--- src/rtl/manchester_frame_tx_if.sv ---
// Start handshake and payload bundle for the thermostat-frame Manchester transmitter.
interface manchester_frame_tx_if;
   logic        start_valid;
   logic        start_ready;
   logic [31:0] thermostat_id;
   logic [15:0] room_temp;
   logic [15:0] set_temp;
   logic [7:0]  state;

   modport master (
      output start_valid, thermostat_id, room_temp, set_temp, state,
      input  start_ready
   );

   modport slave (
      input  start_valid, thermostat_id, room_temp, set_temp, state,
      output start_ready
   );
endinterface

--- src/rtl/manchester_frame_tx.sv ---
// Serialises one 192-bit thermostat frame MSB first, IEEE 802.3 Manchester encoded, then holds an idle gap.
// Optional tail checksum byte enabled by macro MANCHESTER_TX_CHECKSUM_EN.
module manchester_frame_tx #(
   parameter int unsigned CLKS_PER_HALFBIT = 4,
   parameter int unsigned GAP_CLKS         = 16,
   parameter logic [31:0] PREAMBLE         = 32'hAAAA_AAAA,
   parameter logic [31:0] MSG_TYPE         = 32'h0001_0001,
   parameter logic [31:0] CONSTANT         = 32'hC0DE_0000,
   parameter logic [23:0] TAIL             = 24'h0000_FF
) (
   input  logic                 clk,
   input  logic                 rst_n,
   manchester_frame_tx_if.slave start_if,
   output logic                 tx_out,
   output logic                 tx_bit_clk,
   output logic                 busy,
   output logic                 done
);

   localparam int unsigned FRAME_W = 192;
   localparam int unsigned DIV_W   = (CLKS_PER_HALFBIT > 1) ? $clog2(CLKS_PER_HALFBIT) : 1;
   localparam int unsigned GAP_W   = $clog2(GAP_CLKS + 1);
   localparam int unsigned IDX_W   = 8;

   typedef enum logic [1:0] {IDLE, SEND, GAP} fsm_t;

   fsm_t               fsm_q, fsm_n;
   logic [DIV_W-1:0]   div_q, div_n;
   logic               half_q, half_n;
   logic [IDX_W-1:0]   idx_q, idx_n;
   logic [FRAME_W-1:0] sr_q, sr_n;
   logic [GAP_W-1:0]   gap_q, gap_n;
   logic               tx_out_n, bit_clk_n, done_n;
   logic               accept;
   logic [23:0]        tail;
   logic [FRAME_W-1:0] frame_in;

`ifdef MANCHESTER_TX_CHECKSUM_EN
   // Tail byte carries the XOR of all nine payload bytes.
   assign tail = {start_if.thermostat_id[31:24] ^ start_if.thermostat_id[23:16] ^
                  start_if.thermostat_id[15:8]  ^ start_if.thermostat_id[7:0]   ^
                  start_if.room_temp[15:8]      ^ start_if.room_temp[7:0]       ^
                  start_if.set_temp[15:8]       ^ start_if.set_temp[7:0]        ^
                  start_if.state, TAIL[15:0]};
`else
   assign tail = TAIL;
`endif

   assign frame_in = {PREAMBLE, MSG_TYPE, CONSTANT, start_if.thermostat_id,
                      start_if.room_temp, start_if.set_temp, start_if.state, tail};

   assign accept = start_if.start_valid & start_if.start_ready;

   // Next-state and look-ahead outputs; line values are registered from the next state.
   always_comb begin
      fsm_n  = fsm_q;
      div_n  = div_q;
      half_n = half_q;
      idx_n  = idx_q;
      sr_n   = sr_q;
      gap_n  = gap_q;
      done_n = 1'b0;

      case (fsm_q)
         IDLE: begin
            if (accept) begin
               fsm_n  = SEND;
               sr_n   = frame_in;
               div_n  = '0;
               half_n = 1'b0;
               idx_n  = IDX_W'(FRAME_W - 1);
            end
         end
         SEND: begin
            if (div_q == DIV_W'(CLKS_PER_HALFBIT - 1)) begin
               div_n = '0;
               if (half_q) begin
                  if (idx_q == '0) begin
                     fsm_n  = GAP;
                     gap_n  = '0;
                     done_n = 1'b1;
                  end else begin
                     idx_n  = idx_q - IDX_W'(1);
                     sr_n   = {sr_q[FRAME_W-2:0], 1'b0};
                     half_n = 1'b0;
                  end
               end else begin
                  half_n = 1'b1;
               end
            end else begin
               div_n = div_q + DIV_W'(1);
            end
         end
         GAP: begin
            if (gap_q == GAP_W'(GAP_CLKS - 1)) begin
               fsm_n = IDLE;
            end else begin
               gap_n = gap_q + GAP_W'(1);
            end
         end
         default: fsm_n = IDLE;
      endcase

      // Bit 1 is low-then-high, bit 0 is high-then-low.
      tx_out_n  = (fsm_n == SEND) ? (half_n ? sr_n[FRAME_W-1] : ~sr_n[FRAME_W-1]) : 1'b0;
      bit_clk_n = (fsm_n == SEND) & half_n;
   end

   always_ff @(posedge clk) begin
      if (!rst_n) begin
         fsm_q                <= IDLE;
         div_q                <= '0;
         half_q               <= 1'b0;
         idx_q                <= '0;
         sr_q                 <= '0;
         gap_q                <= '0;
         tx_out               <= 1'b0;
         tx_bit_clk           <= 1'b0;
         busy                 <= 1'b0;
         done                 <= 1'b0;
         start_if.start_ready <= 1'b1;
      end else begin
         fsm_q                <= fsm_n;
         div_q                <= div_n;
         half_q               <= half_n;
         idx_q                <= idx_n;
         sr_q                 <= sr_n;
         gap_q                <= gap_n;
         tx_out               <= tx_out_n;
         tx_bit_clk           <= bit_clk_n;
         busy                 <= (fsm_n != IDLE);
         done                 <= done_n;
         start_if.start_ready <= (fsm_n == IDLE);
      end
   end

endmodule

--- src/flat_wrapper.sv ---
// flat-port wrapper written by rule: the top's interface ports become plain ports
module manchester_frame_tx_flat 
#(
   parameter int unsigned CLKS_PER_HALFBIT = 4,
   parameter int unsigned GAP_CLKS         = 16,
   parameter logic [31:0] PREAMBLE         = 32'hAAAA_AAAA,
   parameter logic [31:0] MSG_TYPE         = 32'h0001_0001,
   parameter logic [31:0] CONSTANT         = 32'hC0DE_0000,
   parameter logic [23:0] TAIL             = 24'h0000_FF
)
  (clk, rst_n, tx_out, tx_bit_clk, busy, done, start_if_start_valid, start_if_thermostat_id, start_if_room_temp, start_if_set_temp, start_if_state, start_if_start_ready);
  manchester_frame_tx_if start_if_i ();
  input  logic clk;
  input  logic rst_n;
  output logic tx_out;
  output logic tx_bit_clk;
  output logic busy;
  output logic done;
  input wire logic [$bits(start_if_i.start_valid)-1:0] start_if_start_valid;
  input wire logic [$bits(start_if_i.thermostat_id)-1:0] start_if_thermostat_id;
  input wire logic [$bits(start_if_i.room_temp)-1:0] start_if_room_temp;
  input wire logic [$bits(start_if_i.set_temp)-1:0] start_if_set_temp;
  input wire logic [$bits(start_if_i.state)-1:0] start_if_state;
  output wire logic [$bits(start_if_i.start_ready)-1:0] start_if_start_ready;
  assign start_if_i.start_valid = start_if_start_valid;
  assign start_if_i.thermostat_id = start_if_thermostat_id;
  assign start_if_i.room_temp = start_if_room_temp;
  assign start_if_i.set_temp = start_if_set_temp;
  assign start_if_i.state = start_if_state;
  assign start_if_start_ready = start_if_i.start_ready;
  manchester_frame_tx #(.CLKS_PER_HALFBIT(CLKS_PER_HALFBIT), .GAP_CLKS(GAP_CLKS), .PREAMBLE(PREAMBLE), .MSG_TYPE(MSG_TYPE), .CONSTANT(CONSTANT), .TAIL(TAIL)) u_core (.clk(clk), .rst_n(rst_n), .start_if(start_if_i), .tx_out(tx_out), .tx_bit_clk(tx_bit_clk), .busy(busy), .done(done));
endmodule
--- config.mk ---
export PLATFORM = sky130hd
export DESIGN_NAME = manchester_frame_tx_flat
export DESIGN_NICKNAME = d
export VERILOG_FILES = /design/src/rtl/manchester_frame_tx_if.sv /design/src/rtl/manchester_frame_tx.sv /design/src/flat_wrapper.sv
export SDC_FILE = /design/constraint.sdc
export NUM_CORES = 1
export LEC_CHECK = 0
export ABC_AREA = 1
export BUFFER_PORTS_ARGS = -buffer_cell sky130_fd_sc_hd__buf_2
export CAP_MARGIN = 40
export CORE_ASPECT_RATIO = 1.1
export CORE_MARGIN = 2
export CORE_UTILIZATION = 59
export DETAILED_ROUTE_END_ITERATION = 8
export PLACE_DENSITY = 0.79
export SETUP_SLACK_MARGIN = 0.2
export SYNTH_ARGS = -nofsm -noshare
export SYNTH_HDL_FRONTEND = slang
export SYNTH_SLANG_ARGS = --single-unit
export TNS_END_PERCENT = 20
--- constraint.sdc ---
create_clock -name clk -period 2.5 [get_ports clk]
set_clock_uncertainty 0.1 [all_clocks]
set_input_delay 0.625 -clock clk [delete_from_list [all_inputs] [get_ports clk]]
set_output_delay 0.625 -clock clk [all_outputs]
set_load 0.005 [all_outputs]
==> impl_metrics.yaml <==
floorplanning:
  chipHeight_microns: 133
  io_pins: 80
  die_x_microns: 121
  core-area_sq_mm: 0.0149
  num_rows: 47
  die-area_sq_mm: 0.0161
  initial_core_util: 0.597
sta:
  worst_case_hold_slack_ns: 0.343
  worst-slew-pin-transition_ns: 0.556
  setup_slack_of_the_critical_path_after_layout_ns: 0.307
  post-route-min-period_ns: 2.19
  slew_viol_final: 0
  finalHoldViolations: 0
  relSlewSlack: 0.625
  achievable-frequency_mhz: 456
  tns_ns: 0
  rsz0062_at_grt: "true"
  finalSetupViolCount: 0
  period_share: 0.877
power:
  vdd.ir_drop.worst_mv: 0.526
  power_switching_share: 0.273
  power_leakage_nw: 4.44
  clkPwrFrac: 0.386
  powerDensity_mw_per_mm2: 796
  share_comb_of_total_power: 0.162
  seq_power_share: 0.452
  internal_power_w: 0.00597
  total_switching_power_w: 0.00224
clock_tree:
  worst_setup_hold_path_clk_slew_ns: 0.06
  clk-insertion-delay-late_ns: 0.49
  numClockSinks: 215
  library_cell_used_as_clock_root_buffer: "sky130_fd_sc_hd__clkbuf_16"
  tritoncts: "yes"
  tritoncts.num_buffers: 21
  cts.path.max_buffers: 3
  htree_depth: 1
  ctsHoldBuffers: 0
drt:
  detailedRoute.firstPassIterationCount: 5
  via_count: 7973
  via_per_inst: 5.10
  routed_wire_length_per_instance_microns: 12.0
  antenna_violating_nets_post_route: 0
  drt_drc_violations_left: 0
  wl_mm: 18.8
  dr.first_iter.drc_count: 646
synthesis:
  share_of_synthesized_area_occupied_by_flip_flops_and_latches: 0.482
  post_synth_num_cell_types: 26
  syn_avg_cell_area_sq_um: 6.84
  syn-instance-count: 1305
  synth_enable_flop_cells: 0
  synth_async_sr_flop_share: 0
  syn-cell-area_sq_mm: 0.00892
  mappedNetlistNets: 1388
  synth.yosys.warnings: 0
  ys_dominant_reg_cell: "sky130_fd_sc_hd__dfxtp_1"
  postSynthRegisterBits: 215
placed_design:
  place.gp.congestion: 0.850
  dp_hpwl_mm: 10.4
  worst_slack_placed_ns: 0.199
  place.port_buffers: 79
  placed_area_sq_mm: 0.00946
status:
  run_status: "finished clean"
critical_path:
  worst_reg2reg_setup_slack_ns: 0.31
  crit_type: "register to register"
  crit_fanout: 79
  critical_path_arrival_ns: 2.50
  setup.worst_path.start: "u_core.fsm_q[0]$_SDFF_PN0_"
  cp.required_ns: 2.81
  critPathLaunchType: "register"
  r2r-end: "u_core.sr_q[78]$_SDFFE_PN0P_"
  crit-reg2reg-launch: "u_core.fsm_q[0]$_SDFF_PN0_"
  worstRegToRegCells: 12
  worstSetupEndpointType: "register"
global_route:
  global_route_wire_length_before_repair_mm: 30.2
  number_of_antenna_violations_at_the_first_check_in_global_routing: 0
  gr-total-overflow: 0
  grt_use_total: 0.217
  grt_pass1_vias: 6986
  grt_max_degree: 80
final_layout:
  final_cell_mix: "sky130_fd_sc_hd__nand2_1, sky130_fd_sc_hd__dfxtp_1, sky130_fd_sc_hd__a21oi_1, sky130_fd_sc_hd__buf_2, sky130_fd_sc_hd__inv_1"
  post_route_cells_drive_above_1_share: 0.115
  postLayoutCoreUtil: 0.690
  areaGrowthSynthToFinish_pct: 15.6
  final_net_count: 1435
  final_cell_area_sq_mm: 0.0103
  mostFrequentLayoutCell: "sky130_fd_sc_hd__nand2_1"
  insertedDiodeCount: 0
worst_hold_path:
  hold_path_startpoint: "rst_n"
  hold_depth: 3
  timing.hold.worst.class: "input port to register"
  holdPathEnd: "u_core.div_q[0]$_SDFFE_PN0P_"
job:
  max_cap_violations: 0
[synth_stat cells, types with 2 or more instances]
| cell type | count | share of area |
|---|---|---|
| sky130_fd_sc_hd__a211oi_1 | 3 | 0.0025 |
| sky130_fd_sc_hd__a21oi_1 | 172 | 0.096 |
| sky130_fd_sc_hd__a31oi_1 | 2 | 0.0014 |
| sky130_fd_sc_hd__buf_1 | 7 | 0.0029 |
| sky130_fd_sc_hd__buf_2 | 29 | 0.016 |
| sky130_fd_sc_hd__buf_4 | 12 | 0.010 |
| sky130_fd_sc_hd__clkbuf_1 | 35 | 0.015 |
| sky130_fd_sc_hd__dfxtp_1 | 215 | 0.48 |
| sky130_fd_sc_hd__ha_1 | 8 | 0.011 |
| sky130_fd_sc_hd__inv_1 | 60 | 0.025 |
| sky130_fd_sc_hd__inv_2 | 4 | 0.0017 |
| sky130_fd_sc_hd__nand2_1 | 652 | 0.27 |
| sky130_fd_sc_hd__nand3_1 | 45 | 0.025 |
| sky130_fd_sc_hd__nor2_1 | 32 | 0.013 |
| sky130_fd_sc_hd__nor2_2 | 2 | 0.0014 |
| sky130_fd_sc_hd__nor3_1 | 4 | 0.0022 |
| sky130_fd_sc_hd__o21ai_0 | 10 | 0.0056 |
| sky130_fd_sc_hd__o31a_1 | 2 | 0.0020 |
| sky130_fd_sc_hd__o31ai_1 | 2 | 0.0017 |
| sky130_fd_sc_hd__or2_2 | 2 | 0.0014 |
| sky130_fd_sc_hd__xor2_1 | 2 | 0.0020 |
[critical path: stages, from the launching register on]
cell and delay, ns:
sky130_fd_sc_hd__dfxtp_1 0.37, sky130_fd_sc_hd__inv_1 0.09, sky130_fd_sc_hd__ha_1 0.23, sky130_fd_sc_hd__inv_2 0.12
sky130_fd_sc_hd__nand2_1 0.10, sky130_fd_sc_hd__inv_2 0.07, sky130_fd_sc_hd__nor2_2 0.06, sky130_fd_sc_hd__nor2_4 0.13
sky130_fd_sc_hd__nand2_8 0.10, sky130_fd_sc_hd__inv_2 0.11, sky130_fd_sc_hd__buf_12 0.29, sky130_fd_sc_hd__nand2_1 0.11
sky130_fd_sc_hd__a21oi_1 0.16
[area by class of cell]
| cell class | instances | area [sq um] |
|---|---|---|
| clock buffers | 30 | 609 |
| flip-flops and latches | 215 | 4300 |
| fillers | 1276 | 4620 |
| well taps | 196 | 245 |
| repair buffers | 108 | 827 |
| clock inverters | 7 | 85.1 |
| multi-input cells | 942 | 4000 |
| inverters | 64 | 243 |
[power by group through the flow]
stage	Clock (W)	Combinational [W]	Sequential, W
finish	0.00317	0.00133	0.00371
global route	0.00338	0.00149	0.00373
CTS	0.00323	0.00128	0.00371
detailed placement	0	0.00126	0.00378
global placement	0	0.00124	0.00377
floorplan	0	0.000941	0.00376
[routing by layer]
| metal | vias up | share of wire | track usage |
|---|---|---|---|
| li1 | 4159 | - | - |
| met3 | 31 | 0.035 | 0.0280 |
| met1 | 3646 | 0.46 | 0.283 |
| met4 | 0 | 0.019 | 0.0664 |
| met2 | 137 | 0.48 | 0.373 |
| met5 | - | 0 | 0 |
[metrics by stage]
stage | std cells | power, W
final | 1562 | 0.00821
after global placement | 1520 | 0.00502
after detailed placement | 1520 | 0.00504
after floorplan | 1305 | 0.00470
after global routing | 1562 | 0.00860
after CTS | 1557 | 0.00821
[cell families after synthesis]
family,share of synthesized area
and+or+nand+nor,0.323
DFF,0.482
AOI/OAI and AO/OA,0.110
buffers and inverters,0.0722
adders and majority gates,0.0112
xor gates and xnor gates,0.00196
[state kept, by name, summed over array words and instances, names as in the netlist, 2 cells and up]
name	count
u_core.sr_q	192
u_core.idx_q	8
u_core.gap_q	5
u_core.div_q	2
u_core.fsm_q	2
[worst max path at each step]
stage | slack (ns) | cells past startpoint | endpoint
2_1_floorplan | 0.55 | 15 | u_core.sr_q[185]$_SDFFE_PN0P_
3_3_place_gp | 0.26 | 14 | u_core.sr_q[161]$_SDFFE_PN0P_
3_5_place_dp | 0.20 | 10 | u_core.sr_q[78]$_SDFFE_PN0P_
4_1_cts | 0.20 | 11 | u_core.sr_q[78]$_SDFFE_PN0P_
5_1_grt | 0.17 | 11 | u_core.sr_q[3]$_SDFFE_PN0P_
6_report | 0.31 | 12 | u_core.sr_q[78]$_SDFFE_PN0P_
[what timing repair did]
item	in CTS	in global routing
pin swaps	0	1
endpoints found under the setup margin	1	172
buffers inserted	0	1
gates cloned	0	4
resized for setup	1	10
Power figures use the tool's default switching activity.
